## src/rtl/nios_pio_pkg.sv

```systemverilog
// rtl/nios_pio_pkg.sv - register offsets, edge-mode codes and CTRL field positions for the input PIO
// Purpose: shared constants for nios_system_dbnc_input_pio and its channel sub-module.
// Ports: none (package).
package nios_pio_pkg;

    localparam logic [2:0] REG_DATA    = 3'd0;
    localparam logic [2:0] REG_RAW     = 3'd1;
    localparam logic [2:0] REG_IRQMASK = 3'd2;
    localparam logic [2:0] REG_EDGECAP = 3'd3;
    localparam logic [2:0] REG_CTRL    = 3'd4;

    typedef enum logic [1:0] {
        EDGE_ANY  = 2'b00,
        EDGE_RISE = 2'b01,
        EDGE_FALL = 2'b10,
        EDGE_NONE = 2'b11
    } edge_mode_e;

    localparam int CTRL_MODE_LSB = 0;
    localparam int CTRL_MODE_MSB = 1;
    localparam int CTRL_DBNC_BIT = 2;
    localparam int CTRL_W        = 3;

endpackage

```

## src/rtl/nios_pio_dbnc_chan.sv

```systemverilog
// rtl/nios_pio_dbnc_chan.sv - one input channel: N-flop synchroniser plus tick-based debouncer
// Purpose: synchronise one raw input and accept a new level only after DBNC_TICKS
//          consecutive mismatching prescaler ticks (or immediately when debounce is off).
// Ports:
//   clk       in   system clock
//   reset     in   asynchronous active-high reset
//   in_bit_i  in   raw asynchronous input
//   tick_i    in   shared debounce tick, one cycle wide
//   dbnc_en_i in   1 = debounce, 0 = stable follows the synchroniser
//   sync_o    out  synchroniser output
//   stable_o  out  debounced level
module nios_pio_dbnc_chan #(
    parameter int SYNC_STAGES = 2,
    parameter int DBNC_TICKS  = 4
) (
    input  logic clk,
    input  logic reset,
    input  logic in_bit_i,
    input  logic tick_i,
    input  logic dbnc_en_i,
    output logic sync_o,
    output logic stable_o
);

    logic [SYNC_STAGES-1:0] sync_q;
    logic [7:0]             cnt_q, cnt_d;
    logic                   stable_q, stable_d;
    logic                   sync_bit;

    assign sync_bit = sync_q[SYNC_STAGES-1];
    assign sync_o   = sync_bit;
    assign stable_o = stable_q;

    always_comb begin
        cnt_d    = cnt_q;
        stable_d = stable_q;
        if (!dbnc_en_i) begin
            // Bypass: any count in progress is discarded.
            stable_d = sync_bit;
            cnt_d    = 8'd0;
        end else if (sync_bit == stable_q) begin
            cnt_d = 8'd0;
        end else if (tick_i) begin
            if (cnt_q == 8'(DBNC_TICKS - 1)) begin
                stable_d = sync_bit;
                cnt_d    = 8'd0;
            end else begin
                cnt_d = cnt_q + 8'd1;
            end
        end
    end

    always_ff @(posedge clk or posedge reset) begin
        if (reset) begin
            sync_q   <= '0;
            cnt_q    <= 8'd0;
            stable_q <= 1'b0;
        end else begin
            sync_q   <= {sync_q[SYNC_STAGES-2:0], in_bit_i};
            cnt_q    <= cnt_d;
            stable_q <= stable_d;
        end
    end

endmodule

```

## src/rtl/nios_system_dbnc_input_pio.sv

```systemverilog
// rtl/nios_system_dbnc_input_pio.sv - Avalon-MM input PIO with synchroniser, debounce, edge capture and IRQ
// Purpose: WIDTH debounced inputs with runtime-selectable edge capture, W1C flags and a masked level IRQ.
// Ports:
//   clk        in   system clock
//   reset      in   asynchronous active-high reset
//   address    in   word offset (3 bits)
//   chipselect in   slave select
//   write_n    in   active-low write strobe
//   writedata  in   write data (32 bits)
//   in_port    in   raw asynchronous inputs (WIDTH bits)
//   irq        out  |(edge_capture & irq_mask)
//   readdata   out  registered read data, zero-extended
module nios_system_dbnc_input_pio
    import nios_pio_pkg::*;
#(
    parameter int WIDTH       = 10,
    parameter int SYNC_STAGES = 2,
    parameter int TICK_DIV    = 5000,
    parameter int DBNC_TICKS  = 4
) (
    input  logic             clk,
    input  logic             reset,
    input  logic [2:0]       address,
    input  logic             chipselect,
    input  logic             write_n,
    input  logic [31:0]      writedata,
    input  logic [WIDTH-1:0] in_port,
    output logic             irq,
    output logic [31:0]      readdata
);

    localparam int PW = (TICK_DIV > 2) ? $clog2(TICK_DIV) : 1;

    logic [PW-1:0]       presc_q, presc_d;
    logic                tick;
    logic [WIDTH-1:0]    sync_vec, stable_vec;
    logic [WIDTH-1:0]    stable_d1_q;
    logic [WIDTH-1:0]    irq_mask_q, irq_mask_d;
    logic [WIDTH-1:0]    edge_capture_q, edge_capture_d;
    logic [CTRL_W-1:0]   ctrl_q, ctrl_d;
    logic [31:0]         readdata_q, readdata_d;
    logic [WIDTH-1:0]    rise, fall, edge_vec;
    logic                wr_en;
    edge_mode_e          mode;

    // Free-running prescaler shared by all channels.
    assign tick    = (presc_q == PW'(TICK_DIV - 1));
    assign presc_d = tick ? '0 : presc_q + PW'(1);

    for (genvar i = 0; i < WIDTH; i++) begin : g_chan
        nios_pio_dbnc_chan #(
            .SYNC_STAGES (SYNC_STAGES),
            .DBNC_TICKS  (DBNC_TICKS)
        ) u_chan (
            .clk       (clk),
            .reset     (reset),
            .in_bit_i  (in_port[i]),
            .tick_i    (tick),
            .dbnc_en_i (ctrl_q[CTRL_DBNC_BIT]),
            .sync_o    (sync_vec[i]),
            .stable_o  (stable_vec[i])
        );
    end

    if (WIDTH < 32) begin : g_unused_wd
        logic unused_wd;
        assign unused_wd = &{1'b0, writedata[31:WIDTH]};
    end

    assign mode  = edge_mode_e'(ctrl_q[CTRL_MODE_MSB:CTRL_MODE_LSB]);
    assign rise  = stable_vec & ~stable_d1_q;
    assign fall  = ~stable_vec & stable_d1_q;
    assign wr_en = chipselect & ~write_n;

    always_comb begin
        edge_vec = '0;
        case (mode)
            EDGE_ANY:  edge_vec = rise | fall;
            EDGE_RISE: edge_vec = rise;
            EDGE_FALL: edge_vec = fall;
            default:   edge_vec = '0;
        endcase
    end

    always_comb begin
        irq_mask_d     = irq_mask_q;
        ctrl_d         = ctrl_q;
        edge_capture_d = edge_capture_q;
        if (wr_en) begin
            case (address)
                REG_IRQMASK: irq_mask_d = writedata[WIDTH-1:0];
                REG_EDGECAP: edge_capture_d = edge_capture_q & ~writedata[WIDTH-1:0];
                REG_CTRL:    ctrl_d = writedata[CTRL_W-1:0];
                default:     ;
            endcase
        end
        // Set is applied after the clear so a simultaneous new edge is kept.
        edge_capture_d = edge_capture_d | edge_vec;
    end

    always_comb begin
        readdata_d = 32'd0;
        case (address)
            REG_DATA:    readdata_d[WIDTH-1:0]  = stable_vec;
            REG_RAW:     readdata_d[WIDTH-1:0]  = sync_vec;
            REG_IRQMASK: readdata_d[WIDTH-1:0]  = irq_mask_q;
            REG_EDGECAP: readdata_d[WIDTH-1:0]  = edge_capture_q;
            REG_CTRL:    readdata_d[CTRL_W-1:0] = ctrl_q;
            default:     readdata_d = 32'd0;
        endcase
    end

    always_ff @(posedge clk or posedge reset) begin
        if (reset) begin
            presc_q        <= '0;
            stable_d1_q    <= '0;
            irq_mask_q     <= '0;
            edge_capture_q <= '0;
            ctrl_q         <= '0;
            readdata_q     <= 32'd0;
        end else begin
            presc_q        <= presc_d;
            stable_d1_q    <= stable_vec;
            irq_mask_q     <= irq_mask_d;
            edge_capture_q <= edge_capture_d;
            ctrl_q         <= ctrl_d;
            readdata_q     <= readdata_d;
        end
    end

    assign readdata = readdata_q;
    assign irq      = |(edge_capture_q & irq_mask_q);

endmodule
```

## config.mk

```make
export PLATFORM = sky130hd
export DESIGN_NAME = nios_system_dbnc_input_pio
export DESIGN_NICKNAME = d
export VERILOG_FILES = /design/src/rtl/nios_pio_pkg.sv /design/src/rtl/nios_pio_dbnc_chan.sv /design/src/rtl/nios_system_dbnc_input_pio.sv
export SDC_FILE = /design/constraint.sdc
export NUM_CORES = 1
export LEC_CHECK = 0
export BUFFER_PORTS_ARGS = -buffer_cell sky130_fd_sc_hd__buf_2
export CORE_ASPECT_RATIO = 1.1
export CORE_MARGIN = 2
export CORE_UTILIZATION = 48
export CTS_CLUSTER_SIZE = 10
export DETAILED_ROUTE_END_ITERATION = 8
export PLACE_DENSITY = 0.63
export SLEW_MARGIN = 30
export SYNTH_ARGS = -nofsm -noshare
export SYNTH_HDL_FRONTEND = slang
export SYNTH_SLANG_ARGS = --single-unit
```

## constraint.sdc

```tcl
create_clock -name clk -period 11.3 [get_ports clk]
set_clock_uncertainty 0.1 [all_clocks]
set_input_delay 1.13 -clock clk [delete_from_list [all_inputs] [get_ports clk]]
set_output_delay 1.13 -clock clk [all_outputs]
set_load 0.02 [all_outputs]
```

# Yosys cells after proc, flatten, opt, wreduce, memory -nomap -nowiden
# Index checks and enable logic that the tools add are counted.
# totals
register_bits	166
inputBits	49
out_inout_bits	33
wordCells	217
# classes
add_sub_neg	11
n_eq_ne	58
muxes	86
bitwise_logic	11
n_reduce_logical	15
# op_table
op	n
$mux 8	40
$add 8x1->8 const B	10
$eq 8x2->1 const B	10
$and 10x10->10	4
$mux 1	40
$ne 3x2->1 const B	10
$not 10->10	3
$pmux 10 s3	1
$reduce_and 3->1	10
$pmux 7 s4	1
$ne 2x2->1 const B	11
$mux 10	2
$ne 2x1->1 const B	10
$or 10x10->10	2
$pmux 3 s5	1
$add 13x1->13 const B	1
$eq 13x13->1 const B	1
$mux 13	1
$eq 1x1->1	10
$reduce_or 10->1	1
$eq 3x2->1 const B	2
$reduce_and 2->1	2
$eq 3x1->1 const B	1
$eq 3x3->1 const B	1
other kinds (6)	6

# Logic depth before layout (Yosys ltp)
# Gate-level depths: netlist (run 1).
# logic_depth
depth_word	5
mapped_depth	8

# By module
# A second synthesis (run 1) with hierarchy kept.
# hier_totals
hier_cells	845
hier_area_um2	8653.3
# by_module_without_submodules
module	instances	cells_per_inst	area_each_um2
nios_pio_dbnc_chan	10	56	551.8
nios_system_dbnc_input_pio	1	285	3135.5

# Least setup slack after synthesis (run 1)
# Ideal clock, no wire load.
# synth_path
path_kind	input to register
start	in address[0]
end	reg readdata_q[4] (netlist: readdata[4])
setup_time_ps	132
t_arrival_ps	2454
t_required_ps	11068
path_slack_ps	8614
path_stages	4
path_cell_list	clkbuf_1 -> clkbuf_1 -> mux4_2 -> nor2b_1
# synth_between
elab_chain_len	2
# synth_lines
item	line	source
start, declared	nios_system_dbnc_input_pio.sv:23	input logic [2:0] address,
$eq 3x2->1, or another cell as far along	nios_system_dbnc_input_pio.sv:103	case (address)
$pmux 7 s4 (*)	nios_system_dbnc_input_pio.sv:103	
named net readdata_d[4]	nios_system_dbnc_input_pio.sv:41	logic [31:0] readdata_q, readdata_d;
end signal, assigned	nios_system_dbnc_input_pio.sv:127	readdata_q <= readdata_d;
end, declared	nios_system_dbnc_input_pio.sv:41	
# Mark *: on every way through the listed nets, which the timed path passes. The rest lies on a longest branch.
# A chain may end at the register's enable or synchronous reset.

# Worst setup path in the final report (run 1)
# layout_path
start	reg irq_mask_q[9]
end	out irq
# layout_between
elab_chain_len	2
# layout_lines
item	line	source
start, declared	nios_system_dbnc_input_pio.sv:38	logic [WIDTH-1:0] irq_mask_q, irq_mask_d;
start signal, assigned	nios_system_dbnc_input_pio.sv:124	irq_mask_q <= irq_mask_d;
$and 10x10->10	nios_system_dbnc_input_pio.sv:132	assign irq = |(edge_capture_q & irq_mask_q);
$reduce_or 10->1	nios_system_dbnc_input_pio.sv:132	
end, declared	nios_system_dbnc_input_pio.sv:28	output logic irq,
# Every way passes these cells.

==> reports/results.ini, run 1 <==
[critical_path]
cp.arrival_ps=1760
critPathKind=reg -> out
end_kind=output port
crit_fanout=3
required_ps=10070
start_kind=flop

[cts]
ctsLongestPathBuffers=2
cts.sinks=166
clockRootBuffer=clkbuf_16
hold_buffers=0
cts_made_buffers=17
cts_tree=yes
clk_pin_slew_worst_paths_ps=70
cts.repair.resized=0
insertion_delay_ps=420
htreeDepth=4
cts_setup_buffers=0

[route]
via_count=5907
drtPass1Iterations=4
drcViolationCount=0
antenna_left=0
routed_via_density=5.37
wl_per_cell_um=14.7
drt_iter0_markers=324
wl_um=16200

[finish]
nFillCells=1471
drive_gt1_frac=0.136
final_area_mm2=0.00927
n_antenna_cell=0
area_growth_pct=12.3
final_nets=932
multi_input_area_mm2=0.00380
seqCellArea_mm2=0.00415

[sta]
worst_pin_slew_ps=914
drv_slew=0
final_hold_viol_count=0
finalSetupTns_ps=0
fmax_ghz=0.335
finalSetupViolations=0
rsz0062_at_grt=no
fin_crit_ps=2990
finalCritPeriodShare=0.264
slew-limit-headroom=0.389

[power]
p_comb_frac=0.138
p_seq_frac=0.448
clkPwrFrac=0.414
intPower_uw=1090
p_per_area_mw_per_mm2=163
p_sw_uw=418
p_sw_frac=0.277
power_leakage_uw=0.00412
peakVddDrop_mv=0.119

[placed_design]
gp_congestion=0.790
dp_hpwl_um=10700
io_buffers=37
dpl_cell_area_mm2=0.00861

[global_routing]
grt_pass1_wl_um=27900
antenna_found_initial=0
grt_use_total=0.190
first_global_vias=5897
overflow=0
grt_max_degree=95

[floorplan]
core_mm2=0.0170
pin_count=82
fp-row-count=50
die_w_um=129
initial_utilization=0.487
die_h_um=142
die-area_mm2=0.0183

[worst_hold_path]
hp-class=reg -> reg

[synthesis]
synthCells=817
avgSynthCellArea_um2=10.1
ys_types=53
synth_edf_count=0
synth_ff_type=dfrtp_1
async_flop_share=1.00
yosysWarningCount=0
syn_area_mm2=0.00825
synth_seq_area_share=0.503
synth-seq-cells=166

[job]
maxCapViolations=0

[run_status]
run_status=complete, no violations

registers in the layout, summed over array words and instances (netlist names):
signal,flops
g_chan.u_chan.cnt_q,80
g_chan.u_chan.sync_q,20
presc_q,13
edge_capture_q,10
g_chan.u_chan.stable_o,10
irq_mask_q,10
readdata,10
stable_d1_q,10
ctrl_q,3
path summary, 6_finish.rpt:
kind / from / endpoint / slack (ps) / depth (start not counted)
max: irq_mask_q[9] / irq / 8310 / 4
min: g_chan[9].u_chan.sync_q[0] / g_chan[9].u_chan.sync_q[1] / 250 / 0
max reg2reg: presc_q[6] / g_chan[4].u_chan.cnt_q[6] / 8570 / 6
min reg2reg: g_chan[9].u_chan.sync_q[0] / g_chan[9].u_chan.sync_q[1] / 250 / 0
max in group asynchronous: reset / g_chan[2].u_chan.stable_o / 9180 / 3
min in group asynchronous: reset / g_chan[9].u_chan.cnt_q[7] / 780 / 2
critical path: stages (launching register included):
cell and delay, ps:
dfrtp_1 390, a22o_1 240, a221oi_1 350, nand4_1 160, buf_2 190
cell usage in the layout, fill, tap and decap left out, types with 3 or more instances in the layout:
cell type	n
and3_1	16
buf_4	5
nor4b_1	4
mux2_2	18
or4_1	5
inv_1	36
nand2_1	88
nand4_1	16
mux4_2	8
nor2b_1	13
xor2_1	30
o211ai_1	3
nor3_1	22
ha_1	31
a21oi_1	32
nand3b_1	4
mux2i_1	18
a22oi_1	3
bufinv_16	4
a31oi_1	3
conb_1	22
o21a_1	3
and2_1	4
o21ai_0	50
dfrtp_1	166
nor4_2	3
xnor2_1	16
nor2_1	79
or2_2	4
nand3_1	38
o31ai_1	9
clkbuf_16	17
or3_1	10
a221o_1	10
or4b_2	5
inv_6	8
buf_2	37
layout make-up:
type,instances,share of cell area
Clock buffer,17,0.0459
Clock inverter,15,0.0231
Inverter,37,0.0155
Multi-Input combinational cell,587,0.410
Sequential cell,166,0.448
Tap cell,234,0.0316
Timing Repair Buffer,43,0.0253
metrics by stage:
step | setup slack [ps] | instances | total power [uW] | util | hold slack, ps
global placement | 8360 | 1067 | 890 | 0.507 | 232
detailed placement | 8330 | 1067 | 899 | 0.508 | 235
CTS | 8290 | 1099 | 1530 | 0.546 | 253
global route | 8240 | 1099 | 1590 | 0.546 | 266
finish | 8310 | 1099 | 1510 | 0.546 | 250
floorplan | 5580 | 838 | 842 | - | 231
power groups by stage:
stage	registers, uW	logic (uW)	clock network [uW]
2_1_floorplan	675	167	0
3_3_place_gp	686	203	0
3_5_place_dp	688	210	0
4_1_cts	677	212	642
5_1_grt	684	236	673
6_report	677	209	625
synthesized netlist by cell type (all sizes together), types with 2 or more instances:
master / number / area share
a311oi: 2 / 0.0021
nor3: 23 / 0.015
o21a: 3 / 0.0027
o22ai: 2 / 0.0015
o31ai: 9 / 0.0082
dfrtp: 166 / 0.50
a22oi: 3 / 0.0027
mux2i: 18 / 0.022
or4b: 6 / 0.0077
mux2: 18 / 0.025
nor3b: 2 / 0.0018
a31oi: 3 / 0.0023
nor4: 3 / 0.0023
nand3: 38 / 0.023
nor2: 79 / 0.036
or3: 10 / 0.0076
nor4b: 4 / 0.0042
nor2b: 13 / 0.0099
nand3b: 4 / 0.0036
or4: 5 / 0.0045
o21ai: 50 / 0.030
a21oi: 32 / 0.019
o211ai: 3 / 0.0027
mux4: 8 / 0.022
ha: 31 / 0.047
inv: 37 / 0.017
nand2: 88 / 0.040
or2: 4 / 0.0030
and3: 16 / 0.012
clkbuf: 19 / 0.0088
xnor2: 16 / 0.017
xor2: 30 / 0.032
buf: 29 / 0.024
nand4: 16 / 0.012
and2: 5 / 0.0041
a221o: 10 / 0.012
nand2b: 2 / 0.0015
routing by layer:
layer	global-route usage	vias up	routed length [um]
li1	-	2880	-
met1	0.241	2941	7450
met2	0.324	70	8130
met3	0.0411	16	371
met4	0.0624	0	234
met5	0	-	0
cells by family (layout without fill, tap and decap cells):
| group | Yosys count | count (layout) | share of synthesized area |
|---|---|---|---|
| compound gates | 121 | 121 | 0.0887 |
| xor+xnor | 46 | 46 | 0.0488 |
| flops | 166 | 166 | 0.503 |
| mux | 44 | 44 | 0.0682 |
| fa+ha+maj | 31 | 31 | 0.0470 |
| buf+inv | 85 | 112 | 0.0494 |
| simple gates | 323 | 323 | 0.194 |
| other cells | 1 | 22 | 0.000454 |
(Power assumes the default switching activity.)
==> run 2, diff against run 1 <==
Settings changed: ABC_AREA set to 1, PLACE_DENSITY 0.63 to 0.65.
Clock period 11.3 ns to 2.4 ns, I/O delays scaled along.
==> run 2 against run 1 <==
  * Total power rose to 5.1 times the previous value
  * Combinational power rose to 7.9 times the previous value
  * Via count rose by 34%
  * First-iteration DRC count rose by 34%
  * Flip-flop and latch count did not move
  * Sequential power rose to 4.9 times the previous value
  * Sequential share of layout area fell by 5.5 points
  * Worst hold slack got worse by 240 ps
==> reports/results.ini, run 2 <==
[power]
peakVddDrop_mv=0.572
p_per_area_mw_per_mm2=730
power_leakage_uw=0.00514

[route]
wl_um=20700
wl_per_cell_um=13.1
drcViolationCount=0
routed_via_density=5.03
drt_iter0_markers=434
antenna_left=0
via_count=7926
drtPass1Iterations=4

[critical_path]
slowest_stage=dfrtp_1
end_kind=flop
crit_buf_inv=2
path_common_cell=nand2_1
critPathKind=reg -> reg
path_delay_family=simple AND/OR/NAND/NOR gates
start_kind=flop
max_stage_delay_ps=380
crit_fanout=11
cp_cell_sequence=ha_1, nand2_1, nor2_2, nand3_4, buf_4, nand3_2, inv_1, nand2_1, nand2_1
cp.arrival_ps=2310
required_ps=2670

[cts]
cts_setup_buffers=0
cts.sinks=166
clockRootBuffer=clkbuf_16
insertion_delay_ps=430
cts_made_buffers=17
ctsLongestPathBuffers=2
clk_pin_slew_worst_paths_ps=60
htreeDepth=4
cts_tree=yes

[global_routing]
grt_use_total=0.216
overflow=0
first_global_vias=7523
antenna_found_initial=0
grt_max_degree=86
grt_pass1_wl_um=35600

[finish]
n_antenna_cell=0
layout_common_cells=407 x nand2_1, 165 x dfrtp_1, 157 x nor2_1
drive_gt1_frac=0.0865
final_common_cell=nand2_1
seqCellArea_mm2=0.00416
final_nets=1396
finish.utilization=0.551
largest_reg_flops=80
largestRegisters=g_chan.u_chan.cnt_q x80, g_chan.u_chan.sync_q x20, presc_q x13
area_growth_pct=12.2
multi_input_area_mm2=0.00457
largest-register=g_chan.u_chan.cnt_q
nFillCells=1853

[synthesis]
synthCells=1258
synth-seq-cells=166
syn_area_mm2=0.00942
synth_seq_area_share=0.441
synth_top_cell_by_area=dfrtp_1
ys_top_cells_by_count=407 x nand2_1, 166 x dfrtp_1, 157 x nor2_1
yosysWarningCount=0
yosysMostFrequentCell=nand2_1
async_flop_share=1.00
synth_top_cell_area_share=0.441
avgSynthCellArea_um2=7.48
synthTopCellsByArea=dfrtp_1 44%, nand2_1 16%, nor2_1 6.3%, nand3_1 6.1%, inv_1 4.7%
ys_types=32
synth_edf_count=0
synth_ff_type=dfrtp_1

[floorplan]
core_mm2=0.0192
die_h_um=151
fp-row-count=53
die-area_mm2=0.0208
die_w_um=138
pin_count=82
initial_utilization=0.491

[sta]
fmax_ghz=0.489
final_hold_viol_count=0
drv_slew=0
finalSetupViolations=0
finalCritPeriodShare=0.851
worst_pin_slew_ps=630
rsz0062_at_grt=no
finalSetupTns_ps=0
slew-limit-headroom=0.579
fin_crit_ps=2040

[worst_hold_path]
hp-class=in -> reg

[placed_design]
io_buffers=37
gp_congestion=0.859
dp_hpwl_um=14500

[job]
maxCapViolations=0

[run_status]
run_status=complete, no violations

run 2: cell families (layout without fill, tap and decap cells):
family                     count (synthesis)  count (layout)  share of synthesized area
and+or+nand+nor                          755             755                      0.342
buffers and inverters                    176             226                     0.0816
DFF                                      166             166                      0.441
AOI/OAI and AO/OA                         91              91                     0.0567
xor gates and xnor gates                  38              38                     0.0369
adders and majority gates                 31              31                     0.0412
other                                      1              22                   0.000398
run 2: metrics by stage:
stage | total power [uW] | std cells | setup WS, ps | cell area, um2 | hold slack, ps
finish | 7710 | 1576 | 357 | 10600 | 9.83
floorplan | 4560 | 1279 | -52.8 | 9500 | 171
detailed placement | 5060 | 1533 | 363 | 9880 | 235
global route | 8210 | 1576 | 213 | 10600 | 20.9
CTS | 7790 | 1576 | 342 | 10600 | 8.65
global placement | 5010 | 1533 | 361 | 9880 | 232
run 2: worst paths after layout:
kind,start,endpoint,slack (ps),depth (start not counted)
setup / recovery,presc_q[0],g_chan[3].u_chan.cnt_q[6],360,9
hold / removal,writedata[4],irq_mask_q[4],10,3
setup reg to reg,presc_q[0],g_chan[3].u_chan.cnt_q[6],360,9
hold reg to reg,g_chan[2].u_chan.sync_q[0],g_chan[2].u_chan.sync_q[1],250,0
max in group asynchronous,reset,g_chan[5].u_chan.sync_q[1],1370,4
min in group asynchronous,reset,g_chan[2].u_chan.cnt_q[5],370,4
run 2: final cells by class:
class | count | share of cell area
clock buffers | 24 | 0.0446
clock inverters | 8 | 0.00936
inverters | 133 | 0.0476
multi-input cells | 937 | 0.433
flip-flops and latches | 166 | 0.393
well taps | 247 | 0.0293
repair buffers | 61 | 0.0431
run 2: layer usage:
metal,vias to the layer above,track usage,part of all wire
met5,-,0,0
met4,0,0.0686,0.018
met3,26,0.0295,0.031
met2,128,0.358,0.47
met1,3696,0.293,0.48
li1,4076,-,-
run 2: power by group:
group	internal, uW	switching (uW)	total [uW]
Combinational	539	1120	1660
Clock	1590	1110	2700
Sequential	3070	285	3350
run 2: timing repair:
| action | CTS | global route |
|---|---|---|
| hold buffers | 11 | 0 |
| gates resized for setup | 0 | 0 |
| hold endpoints to repair | 176 | 0 |
run 2: worst register-to-register path, delay by kind of cell, from the launching register on:
| family | cells | cell delay [ps] |
|---|---|---|
| fa+ha+maj | 1 | 230 |
| buf+inv | 2 | 530 |
| flops | 1 | 380 |
| simple gates | 6 | 740 |
